### src/rtl/kyber_pkg.sv
// Shared constants, FSM state type and twiddle-layer helpers for the Kyber NTT
// datapath and its sequencing controller.
package kyber_pkg;

   localparam int N      = 256;
   localparam int Q      = 3329;
   localparam int COEF_W = 12;
   localparam int ADDR_W = 8;
   localparam int TW_W   = 7;
   localparam int LAYERS = 7;

   typedef enum logic [1:0] {IDLE, RUN, DRAIN, DONE} state_t;

   // NTT walks len downward from N/2, INTT walks it upward from 2.
   function automatic logic [ADDR_W-1:0] first_len(input logic inv);
      return inv ? ADDR_W'(2) : ADDR_W'(N / 2);
   endfunction

   function automatic logic [ADDR_W-1:0] next_len(input logic [ADDR_W-1:0] len, input logic inv);
      return inv ? (len << 1) : (len >> 1);
   endfunction

endpackage

### src/rtl/ntt_addr_gen.sv
// Butterfly address generator: tracks len, group base, in-group index j and
// twiddle index k; advances one butterfly per step.
module ntt_addr_gen
   import kyber_pkg::*;
(
   input  logic              clk,
   input  logic              rst,
   input  logic              init,
   input  logic              inv,
   input  logic              layer_init,
   input  logic              step,
   output logic [ADDR_W-1:0] rd_addr_a,
   output logic [ADDR_W-1:0] rd_addr_b,
   output logic [TW_W-1:0]   tw_addr,
   output logic              last_bf,
   output logic              last_layer
);

   logic              inv_q;
   logic [2:0]        layer;
   logic [ADDR_W-1:0] len;
   logic [ADDR_W-1:0] base;
   logic [ADDR_W-1:0] j;
   logic [TW_W-1:0]   k;

   always_ff @(posedge clk) begin
      if (rst) begin
         inv_q <= 1'b0;
         layer <= '0;
         len   <= '0;
         base  <= '0;
         j     <= '0;
         k     <= '0;
      end else if (init) begin
         inv_q <= inv;
         layer <= '0;
         len   <= first_len(inv);
         base  <= '0;
         j     <= '0;
         k     <= inv ? TW_W'(127) : TW_W'(1);
      end else if (layer_init) begin
         layer <= layer + 3'd1;
         len   <= next_len(len, inv_q);
         base  <= '0;
         j     <= '0;
      end else if (step) begin
         // k moves once per group and carries straight across layer boundaries
         if (j == len - ADDR_W'(1)) begin
            j    <= '0;
            base <= base + (len << 1);
            k    <= inv_q ? k - TW_W'(1) : k + TW_W'(1);
         end else begin
            j <= j + ADDR_W'(1);
         end
      end
   end

   always_comb begin
      rd_addr_a  = base + j;
      rd_addr_b  = base + j + len;
      tw_addr    = k;
      last_bf    = (rd_addr_b == ADDR_W'(N - 1));
      last_layer = (layer == 3'(LAYERS - 1));
   end

endmodule

### src/rtl/ntt_ctrl.sv
// Forward/inverse NTT sequencing controller: issues butterfly reads and delays
// write-back addresses by RD_LAT+BF_LAT. Optional abort input: NTT_CTRL_ABORT_EN.
module ntt_ctrl
   import kyber_pkg::*;
#(
   parameter int RD_LAT = 1,
   parameter int BF_LAT = 4
) (
   input  logic              clk,
   input  logic              rst,
`ifdef NTT_CTRL_ABORT_EN
   input  logic              abort,
`endif
   input  logic              start,
   input  logic              mode,
   input  logic              hold,
   output logic              busy,
   output logic              done,
   output logic              bf_ct,
   output logic              rd_en,
   output logic [ADDR_W-1:0] rd_addr_a,
   output logic [ADDR_W-1:0] rd_addr_b,
   output logic [TW_W-1:0]   tw_addr,
   output logic              wr_en,
   output logic [ADDR_W-1:0] wr_addr_a,
   output logic [ADDR_W-1:0] wr_addr_b
);

   localparam int D  = RD_LAT + BF_LAT;
   localparam int CW = (D > 1) ? $clog2(D) : 1;

   typedef struct packed {
      logic              valid;
      logic [ADDR_W-1:0] a;
      logic [ADDR_W-1:0] b;
   } wb_t;

   state_t   state, state_n;
   logic [CW-1:0] drain_cnt;
   logic     drain_last;
   logic     abort_act;
   logic     init, layer_init, step;
   logic     last_bf, last_layer;
   wb_t      line [D];

`ifdef NTT_CTRL_ABORT_EN
   assign abort_act = abort && (state != IDLE);
`else
   assign abort_act = 1'b0;
`endif

   assign drain_last = (drain_cnt == CW'(D - 1));

   ntt_addr_gen u_addr_gen (
      .clk        (clk),
      .rst        (rst),
      .init       (init),
      .inv        (mode),
      .layer_init (layer_init),
      .step       (step),
      .rd_addr_a  (rd_addr_a),
      .rd_addr_b  (rd_addr_b),
      .tw_addr    (tw_addr),
      .last_bf    (last_bf),
      .last_layer (last_layer)
   );

   always_ff @(posedge clk) begin
      if (rst) state <= IDLE;
      else     state <= state_n;
   end

   always_comb begin
      state_n = state;
      case (state)
         IDLE:    if (start) state_n = RUN;
         RUN:     if (!hold && last_bf) state_n = DRAIN;
         DRAIN:   if (drain_last) state_n = last_layer ? DONE : RUN;
         DONE:    state_n = IDLE;
         default: state_n = IDLE;
      endcase
      if (abort_act) state_n = IDLE;
   end

   always_comb begin
      rd_en      = (state == RUN) && !hold && !abort_act;
      step       = rd_en;
      init       = (state == IDLE) && start;
      layer_init = (state == DRAIN) && drain_last && !last_layer && !abort_act;
      busy       = (state == RUN) || (state == DRAIN);
      done       = (state == DONE);
      wr_en      = line[D-1].valid;
      wr_addr_a  = line[D-1].a;
      wr_addr_b  = line[D-1].b;
   end

   always_ff @(posedge clk) begin
      if (rst || state != DRAIN) drain_cnt <= '0;
      else                       drain_cnt <= drain_cnt + CW'(1);
   end

   always_ff @(posedge clk) begin
      if (rst)       bf_ct <= 1'b0;
      else if (init) bf_ct <= ~mode;
   end

   // Bubbles (hold, drain) enter the line as all-zero entries.
   always_ff @(posedge clk) begin
      if (rst || abort_act) begin
         for (int unsigned i = 0; i < D; i++) line[i] <= '0;
      end else begin
         line[0] <= '{valid: rd_en,
                      a: rd_en ? rd_addr_a : '0,
                      b: rd_en ? rd_addr_b : '0};
         for (int unsigned i = 1; i < D; i++) line[i] <= line[i-1];
      end
   end

endmodule

### config.mk
export PLATFORM = sky130hd
export DESIGN_NAME = ntt_ctrl
export DESIGN_NICKNAME = d
export VERILOG_FILES = /design/src/rtl/kyber_pkg.sv /design/src/rtl/ntt_addr_gen.sv /design/src/rtl/ntt_ctrl.sv
export SDC_FILE = /design/constraint.sdc
export NUM_CORES = 1
export LEC_CHECK = 0
export CORE_ASPECT_RATIO = 1.1
export CORE_MARGIN = 2
export CORE_UTILIZATION = 50
export DETAILED_ROUTE_END_ITERATION = 8
export DONT_BUFFER_PORTS = 1
export PLACE_DENSITY = 0.75
export SLEW_MARGIN = 20
export SYNTH_ARGS = -nofsm -noshare
export SYNTH_HDL_FRONTEND = slang
export SYNTH_HIERARCHICAL = 1
export SYNTH_SLANG_ARGS = --single-unit
### constraint.sdc
create_clock -name clk -period 2.85 [get_ports clk]
set_input_delay 0.57 -clock clk [delete_from_list [all_inputs] [get_ports clk]]
set_output_delay 0.57 -clock clk [all_outputs]
set_load 0.02 [all_outputs]
# Word-level counts from Yosys, hierarchy flattened
# Memories as Yosys holds them, arrays and structs flattened.
# Index checks and enable logic that the tools add are counted.
# totals
ff_bits	41
ram_bits	85
inputBits	5
out_inout_bits	44
wordCells	81
n_memories	1
# memory_table
memory	words	word_bits	read_ports	rd_ports_with_merged_regs	write_ports	line_no	rtl
line	5	17	5	0	5	ntt_ctrl.sv:44	wb_t line [D];
# classes
addsub	9
n_eq_ne	12
n_mux	26
n_bitwise	6
reduce_logical	18
# op_table
operator	count
17-bit 2-to-1 mux	5
8-bit 2-to-1 mux	7
7-bit 2-to-1 mux	6
8-bit adder	3
2-bit != test (second input constant)	5
8-bit by 1-bit adder with 8-bit output (second input constant)	1
8-bit equality test	1
8-bit equality test (second input constant)	1
2-bit 2-to-1 mux	4
2-bit one-hot mux with 4 select lines	1
8-bit by 1-bit subtractor with 8-bit output (second input constant)	1
7-bit by 1-bit adder with 7-bit output (second input constant)	1
7-bit by 1-bit subtractor with 7-bit output (second input constant)	1
3-bit by 1-bit adder with 3-bit output (second input constant)	2
3-bit equality test (second input constant)	2
3-bit AND reduction	2
2-bit nonzero test	3
1-bit logical AND	5
1-bit bitwise OR	5
2-bit equality test (second input constant)	2
1-bit 2-to-1 mux	3
3-bit OR reduction	1
2-bit by 1-bit equality test with 1-bit output (second input constant)	1
1-bit zero test	2
5 further kinds	6

# Depth between registers and ports, before layout
# Gate-level depths: netlist of run 1.
# logic_depth
depth_word	6
mapped_depth	14
depth_no_buf	14

# Cells and area by module
# The synthesis of run 1 kept the hierarchy.
# by_module_without_submodules
mod	n_inst	cells_per_inst	area_per_inst_um2	seq_area_each_um2
ntt_addr_gen	1	354	2956.6	680.7
ntt_ctrl	1	218	2633.8	1821.7

# Worst setup path after synthesis of run 1
# No wires, ideal clock.
# synth_timing
kind	register -> register
from	register u_addr_gen.j[1]
to	register state[0]
setup_time_ns	0.136
arrival_ns	3.669
required_ns	2.714
slack_ns	-0.955
stages_incl_launch_ff	15
n_path_buf	0
synth_period_minus_slack_ns	3.805
path_cell_list	dfxtp_1 ha_1 inv_1 fa_1 xnor2_1 ha_1 nor2_1 nor2_1 a2111oi_0 nor3_1 xor2_1 and4_1 nand2b_1 a2111oi_0 a211oi_1
# synth_between
elab_chain_len	6
# synth_lines
item	line_no	rtl
start, declared	ntt_addr_gen.sv:23	logic [ADDR_W-1:0] j;
start signal, assigned	ntt_addr_gen.sv:53	j <= j + ADDR_W'(1);
8-bit adder	n/a	
via rd_addr_a[3]	ntt_ctrl.sv:21	output logic [ADDR_W-1:0] rd_addr_a,
8-bit adder	ntt_addr_gen.sv:60	rd_addr_b = base + j + len;
via rd_addr_b[7]	ntt_ctrl.sv:22	output logic [ADDR_W-1:0] rd_addr_b,
8-bit equality test	ntt_addr_gen.sv:62	last_bf = (rd_addr_b == ADDR_W'(N - 1));
via last_bf	ntt_ctrl.sv:43	logic last_bf, last_layer;
1-bit logical AND	ntt_ctrl.sv:77	RUN: if (!hold && last_bf) state_n = DRAIN;
2-bit != test (no source line)	n/a	
3-bit AND reduction (no source line)	n/a	
end signal, assigned	ntt_ctrl.sv:70	else state <= state_n;
end, declared	ntt_ctrl.sv:38	state_t state, state_n;
# The timed path passes the listed nets, and every way through them passes these cells.
# A chain may end at the register's enable or synchronous reset.

# Worst setup path in the final report of run 1
# layout_timing
from	register u_addr_gen.j[1]
to	output port rd_addr_b[7]
# layout_between
elab_chain_len	2
# layout_lines
item	line_no
8-bit adder (2 in a row)	ntt_addr_gen.sv:60
end, declared	ntt_ctrl.sv:22
# No other way between the ends.

==> reports/results.txt, run 1 <==
The run finished, with violations left. The final reports fail on setup timing. Max-cap violations in this run came to 0. The initial antenna violation count was 0. In the routed design, unresolved DRC markers number 0. Dividing the final minimum period by the clock period gives 120.9%. STA classifies the critical path startpoint as a register. The number of hold violations in the final report is 0.

Compared with the post-synthesis result, the final layout area differs by 27.31%. For this run the aggregate overflow at the end of global routing stands at 0. The clock passes through at most 2 buffers. Counting flops and latches in the post-synthesis netlist gives 125. The die is 104.8 um wide. In this run the most critical hold path is launched from rst. IR analysis of the VDD net gives a maximum drop of 0.0003939 V. The share of async-settable or async-resettable flops after synthesis was 0%; the clock transition at the registers of the reported paths was 60 ps. The number of global-route vias before repair is 4188, and the maximum fanout along the worst path is 3. Based on the critical path, the design can be clocked at up to 290.3 MHz. The y dimension of the die came out at 114.9 um.

The element type at the critical path end was an output port. In this run, distinct cell masters in the synthesized netlist total 68. The standard-cell row count is 40. After detailed routing, no signal wire sits above met4. The final count of pins violating max slew is 0, and the port buffer count is 0. In the final layout, the share of cells above drive strength 1 is 25.39%. Setup repair after global routing could not meet its margin everywhere. On the final layout, the worst clock skew is 8.430 ps. The number of cell instances on the worst register-to-register path works out to 15. The first-pass GRT wire length came out at 19.93 mm. Path type of the worst min-delay path: in -> reg.

TritonCTS built the clock tree. After layout, the design draws a total of 4.702 mW. The tools report the critical register-to-register path startpoint as u_addr_gen/j[1]$_SDFFE_PP0P_.

The count of pins on the block boundary is 49. The cell sitting at the root of the clock tree is a clkbuf_16. The number of cells on the worst hold path works out to 1. In the layout the commonest cells are dfxtp_1 (121), nor2b_1 (71), buf_4 (51). The average routed wire per standard cell works out to 16.20 um. Summed over all failing endpoints, the final setup total negative slack is -2974 ps. The number of antenna repair diodes is 0, and the power per cell area is 660.6 nW/um^2. The synthesized design contains 0 enable-type register cells. The final layout contains routed wiring with a total length of 12.72 mm. The path with the worst hold slack has its endpoint at state[0]$_SDFFE_PP0P_.

The critical path starts at u_addr_gen/j[1]$_SDFFE_PP0P_. The violation count after the first detailed-route iteration was 247. The first detailed-routing pass took 4 iterations. The worst max-slew margin expressed relative to the limit came out at 50.30%.

Number of warnings reported in the yosys synthesis log: 6. Summing the sequential cell areas from Yosys gives 44.76% of the chip area. The routed design uses 636 um of met3 wire. Counting every instance in the synthesized netlist gives 572. For the worst-skew pair, the clock arrives at the later sink with an insertion delay of 410 ps. Number of inserted filler cells in the final layout: 897. In the routed layout, each cell is associated on average with a via count of 5.479. Entering global routing, the biggest net connects 83 pins. The mean instance size in the synthesized netlist is 9.773 um^2. The worst path required time was 2280 ps; the leakage power was 2.899 nW. The routed metal-1 wire length is 4.973 mm, and the clock sink count is 125. The floorplan step defined a core boundary enclosing 10910 um^2.

Walking the worst path, the cells encountered are ha_4 -> inv_2 -> fa_2 -> inv_2 -> ha_4 -> nor2_1 -> o21ai_2 -> a2111oi_4 -> nor3_4 -> xor2_4 -> buf_6. Counting every net in the synthesized netlist gives 616. The synthesized netlist occupies a cell area of 5590 um^2.

The H-tree level count is 4. The routed design uses 6.617 mm of met2 wire. In the synthesized netlist the dominant register cell turns out to be dfxtp_1. The logs give 8 for the setup-violating endpoint count in the final report and 12040 um^2 for the area of the die. The worst register-to-register path ends at state[0]$_SDFFE_PP0P_.

Data on the critical path arrives at its endpoint at 2880 ps. Largest stage delay on the critical path: 520 ps. Leaving out fill and tap cells, the most frequent cell in the layout is dfxtp_1. The run gives -595.0 ps as the final setup slack of the worst path.

The critical path in this run is classified as reg -> out. The residual antenna-violating net count after detailed routing was 0. The run gives 17 as the total CTS buffers. Summing over every cut layer, the via total after detailed routing is 4301. The run gives 669 as the total number of nets in the final design. Placed wire-length estimate after detailed placement: 8.334 mm.

The aggregate global-route resource usage is 21.04%, and the minimum period implied by the final worst setup slack is 3445 ps. The cell type of the slowest stage on the worst timing path was fa_2. For the minimum setup slack among reg-to-reg paths, the log shows -560 ps. For the pin with the worst max-slew slack, the measured transition is 724.8 ps. At the end of routability-driven placement, the weighted congestion stood at 0.8640.

The tools report the initial core utilization as 51.24%.
[metal layers]
| layer | vias up | global-route usage [%] |
|---|---|---|
| met2 | 129 | 38.10 |
| li1 | 2092 | - |
| met3 | 34 | 6.406 |
| met5 | - | 0 |
| met4 | 0 | 11.02 |
| met1 | 2046 | 22.09 |
[through the flow]
stage	hold slack, ps	area, um^2	utilization (%)	setup WS, ps	cells
detailed placement	420.4	6170	56.55	-532.2	747
floorplan	413.8	5703	-	-492.2	572
global route	209.9	7117	65.23	-651.3	785
CTS	219.6	6952	63.72	-452.5	785
finish	238.4	7117	65.23	-595.0	785
global placement	416.4	6170	56.55	-324.9	747
[worst max-delay path: cells and delay by family, from the launching register on]
kind,cells,cell delay (ps)
adders and majority gates,3,820
AOI/OAI and AO/OA,2,550
DFF,1,360
and+or+nand+nor,2,270
buffers and inverters,3,240
xor gates and xnor gates,1,210
[synth_stat cells, types with 3 or more instances]
| cell type | number | share of area [%] |
|---|---|---|
| inv_1 | 27 | 1.8 |
| dfxtp_1 | 125 | 45 |
| a21oi_1 | 24 | 2.1 |
| o211ai_2 | 5 | 1.1 |
| nor4_1 | 4 | 0.45 |
| clkbuf_1 | 15 | 1.0 |
| o21bai_1 | 5 | 0.67 |
| buf_2 | 7 | 0.63 |
| o21a_1 | 4 | 0.54 |
| nor2_1 | 35 | 2.4 |
| a311oi_1 | 4 | 0.63 |
| mux2i_1 | 8 | 1.4 |
| and2_1 | 19 | 2.1 |
| o211ai_1 | 8 | 1.1 |
| xor2_1 | 14 | 2.2 |
| xnor2_1 | 18 | 2.8 |
| ha_1 | 35 | 7.8 |
| or3_1 | 3 | 0.34 |
| a211oi_1 | 9 | 1.2 |
| nor2b_1 | 72 | 8.1 |
| o31ai_1 | 6 | 0.81 |
| nor3_1 | 12 | 1.1 |
| nand3b_1 | 3 | 0.40 |
| a21o_1 | 6 | 0.81 |
| fa_1 | 4 | 1.4 |
| nand2_1 | 21 | 1.4 |
| o21ai_0 | 6 | 0.54 |
| nand2b_1 | 7 | 0.78 |
| nand4_1 | 5 | 0.56 |
| nand3_1 | 10 | 0.90 |
| o2111ai_1 | 3 | 0.47 |
[layout make-up]
cell class	count	area (um^2)	share of cell area, %
clock buffers	17	425.4	5.977
well taps	147	183.9	2.584
flip-flops and latches	125	2512	35.30
clock inverters	15	176.4	2.479
repair buffers	61	495.5	6.962
multi-input cells	393	3222	45.27
inverters	27	101.3	1.424
[repair_timing]
action / in CTS / in global routing
resized for setup: 32 / 26
pin swaps: 22 / 14
setup endpoints to repair: 9 / 10
setup buffers: 6 / 1
hold buffers: 0 / 0
cloned: 0 / 0
[sequential cells by signal (all words and copies together) (netlist names)]
register and cells:
u_addr_gen/tw_addr 7, u_addr_gen/inv_q 1, u_addr_gen/len 8, line 85, u_addr_gen/j 8, bf_ct 1, u_addr_gen/base 7, drain_cnt 3
u_addr_gen/layer 3, state 2
[how the worst max path moves through the flow]
stage | endpoint | slack [ps] | cells after the start
floorplan | state[0]$_SDFFE_PP0P_ | -490 | 14
global placement | state[0]$_SDFFE_PP0P_ | -320 | 14
detailed placement | state[0]$_SDFFE_PP0P_ | -530 | 14
CTS | rd_addr_b[7] | -450 | 11
global route | rd_addr_b[7] | -650 | 11
finish | rd_addr_b[7] | -600 | 11
[cells by family (layout without fill, tap and decap cells)]
logic type / after synthesis / count (layout) / share of synthesized area (%)
simple gates: 208 / 208 / 21.13
flops: 125 / 125 / 44.76
compound gates: 104 / 104 / 13.70
buf+inv: 54 / 120 / 4.140
fa+ha+maj: 39 / 39 / 9.266
xor+xnor: 33 / 33 / 5.304
mux: 9 / 9 / 1.701
[report_power, final]
group / switching (mW) / internal [mW] / total, mW / leakage [nW]
Sequential: 0.0942 / 1.80 / 1.89 / 1.01
Clock: 0.848 / 1.32 / 2.17 / 0.295
Combinational: 0.388 / 0.251 / 0.639 / 1.59
(Power assumes the default switching activity.)
==> run 2: changes to the inputs <==
- PLACE_DENSITY: 0.75 -> 0.68
==> reports/results.txt, run 2 (synthesized netlist as in run 1, its figures left out) <==
The buffer levels on the longest clock path was 2 (unchanged). The power per cell area was 669.9 nW/um^2 (+1.4%). The run gives 15.03 ps (+6.605 ps) as the clock tree skew after final layout.

The core area was 10910 um^2 (unchanged). The tools report the number of iterations in the first detailed-routing pass as 4 (unchanged). The residual antenna-violating net count after detailed routing came out at 0 (unchanged). The flow ran to the end, but the final reports show violations. For the H-tree level count, the log shows 4 (unchanged).

The pre-CTS setup slack was -436.3 ps (+95.87 ps); the path length in cells of the critical path was 11 (unchanged). STA classifies the critical path endpoint as an output port. The logs give 748 (+0.13%) for the count of placed standard cells including taps and 125 (unchanged) for the clock sink count.

The clock transition at the registers of the reported paths works out to 60 ps (about the same). The run gives 17 (unchanged) as the total CTS buffers. For the largest net degree at the start of global routing, the log shows 83 (unchanged).

Number of antenna repair diodes: 0 (unchanged). The leakage power was 2.865 nW (-1.2%); the count of pins on the block boundary was 49 (unchanged). For the residual overflow from global routing, the log shows 0 (unchanged). The violation count after the first detailed-route iteration came out at 174 (-30%).

The minimum setup slack among reg-to-reg paths is -320 ps (+240 ps), and the total design power is 4.743 mW (+0.89%). The critical path buffer and inverter count was 3 (unchanged). The final core area utilization is 64.90% (-0.33 points).

The critical path goes through ha_4 -> inv_2 -> fa_2 -> inv_2 -> ha_4 -> a21o_1 -> a21oi_4 -> o21bai_1 -> a21oi_1 -> xnor2_1 -> buf_4. The average routed wire per standard cell was 15.59 um (-3.8%). The later-pin clock latency in the skew report is 410 ps (about the same), and the number of cell instances on the worst register-to-register path is 14 (-1).

The worst path required time was 2280 ps (about the same). Actual transition at the worst max-transition pin: 726.0 ps (+1.265 ps). The most critical setup path has its endpoint at rd_addr_b[6]. The count of maximum capacitance violations was 0 (unchanged). The setup-violating endpoint count in the final report is 8 (unchanged).

The smallest hold slack was 224.7 ps (-13.67 ps). The worst supply voltage drop on vdd was 0.0004105 V (+4.2%); the number of hold violations in the final report was 0 (unchanged). More flip-flops sit in one register than any other, and that register is line. The final count of pins violating max slew is 0 (unchanged). The most critical setup path has its startpoint at u_addr_gen/j[1]$_SDFFE_PP0P_.

The via density per instance was 5.346 (-2.4%). The run gives 8.347 mm (+0.15%) as the placed wire-length estimate after detailed placement. The slowest stage of the critical path is the fa_2 cell.

The initial core utilization was 51.24% (unchanged). The port buffer count is 0 (unchanged), and the via count is 4202 (-2.3%). The most common cell after layout, fill and taps aside is dfxtp_1. The standard-cell row count is 40 (unchanged), and the horizontal die dimension is 104.8 um (unchanged). Number of remaining DRC errors: 0 (unchanged). Peak clock frequency supported by timing: 298.0 MHz (+2.7%).

STA classifies the critical path startpoint as a register. The final non-filler cell total is 786 (+0.13%), and the total number of nets in the final design is 670 (+0.15%). The cell area after placement came out at 6177 um^2 (+0.12%).

The total routed wirelength was 12.25 mm (-3.6%). Path type of the worst min-delay path: in -> reg. TritonCTS built the clock tree. The fraction of layout cells with a size suffix above 1 is 25.20% (-0.20 points). The critical path in this run is classified as reg -> out.

The portion of the clock cycle consumed by the worst path in the final layout works out to 117.8% (-3.1 points). The y dimension of the die was 114.9 um (unchanged). The area of the die is 12040 um^2 (unchanged). The final reports fail on setup timing.

The largest stage delay on the critical path was 510 ps (about the same). For the final setup slack of the worst path, the log shows -505.9 ps (+89.12 ps). In the layout the commonest cells are dfxtp_1 (121), nor2b_1 (71), buf_4 (57). For the number of inserted filler cells in the final layout, the log shows 906 (+1.0%). The run gives 2790 ps (-90 ps) as the arrival time of data at the critical path endpoint.

The run gives 7081 um^2 (-0.51%) as the final instance area. The largest registers in the layout are line: 85 flops, u_addr_gen/j: 8 flops, u_addr_gen/len: 8 flops. The area growth from synthesis to final layout was 26.66%. Setup repair after global routing could not meet its margin everywhere. The worst max-slew margin expressed relative to the limit came out at 50.21% (-0.087 points). The first-pass GRT wire length is 19.35 mm (-2.9%), and the maximum fanout along the worst path is 3 (unchanged). The critical register-to-register path endpoint was state[0]$_SDFFE_PP0P_. The startpoint identified for the worst register-to-register timing path is u_addr_gen/j[1]$_SDFFE_PP0P_. Final total negative setup slack: -2185 ps (+789.1 ps). Minimum period implied by the final worst setup slack: 3356 ps (-89.12 ps). The logs give 20.38% (-0.65 points) for the aggregate global-route resource usage and 4092 (-2.3%) for the number of global-route vias before repair. The run gives 0.8696 (+0.65%) as the final RePlAce weighted congestion. The flip-flop count of the largest register, all copies and words added was 85 (unchanged); the initial antenna violation count was 0 (unchanged). Among cell families on the critical path, the largest total delay comes from adder cells. The root buffer cell chosen for the clock tree is clkbuf_16.
==> run 2: repair_timing <==
item	4_1_cts	5_1_grt
hold buffers	0	0
pin swaps	18	10
setup endpoints to repair	8	14
resized for setup	21	27
gates cloned	0	0
buffers inserted	3	4
==> run 2: how the worst min path moves through the flow <==
stage                                 startpoint                                 end  slack [ps]  cells past startpoint
after CTS                                    rst  u_addr_gen/tw_addr[0]$_SDFFE_PP0P_         210                      1
after floorplan            line[0][0]$_SDFF_PP0_               line[1][0]$_SDFF_PP0_         410                      1
final                                        rst               state[0]$_SDFFE_PP0P_         220                      1
after global routing                         rst               state[0]$_SDFFE_PP0P_         210                      1
after global placement     line[0][1]$_SDFF_PP0_               line[1][1]$_SDFF_PP0_         420                      1
after detailed placement  line[0][13]$_SDFF_PP0_              line[1][13]$_SDFF_PP0_         420                      1
==> run 2: per-layer routing <==
metal	vias to the layer above	share of wire, %	global-route usage, %
met3	23	3.7	5.045
met2	88	54	36.62
met4	0	2.5	11.38
met5	-	0	0
met1	2005	40	22.09
li1	2086	-	-
==> run 2: cell type report <==
cell class / count / area, um^2 / area share (%)
clock inverters: 12 / 158.9 / 2.244
well taps: 147 / 183.9 / 2.598
multi-input cells: 393 / 3173 / 44.81
inverters: 27 / 103.9 / 1.467
flip-flops and latches: 125 / 2510 / 35.45
repair buffers: 62 / 484.2 / 6.839
clock buffers: 20 / 466.7 / 6.591
==> run 2: power breakdown <==
part           total [mW]  internal, mW  switching, mW
logic               0.621         0.243          0.378
clock network        2.23          1.45          0.785
registers            1.89          1.80         0.0851
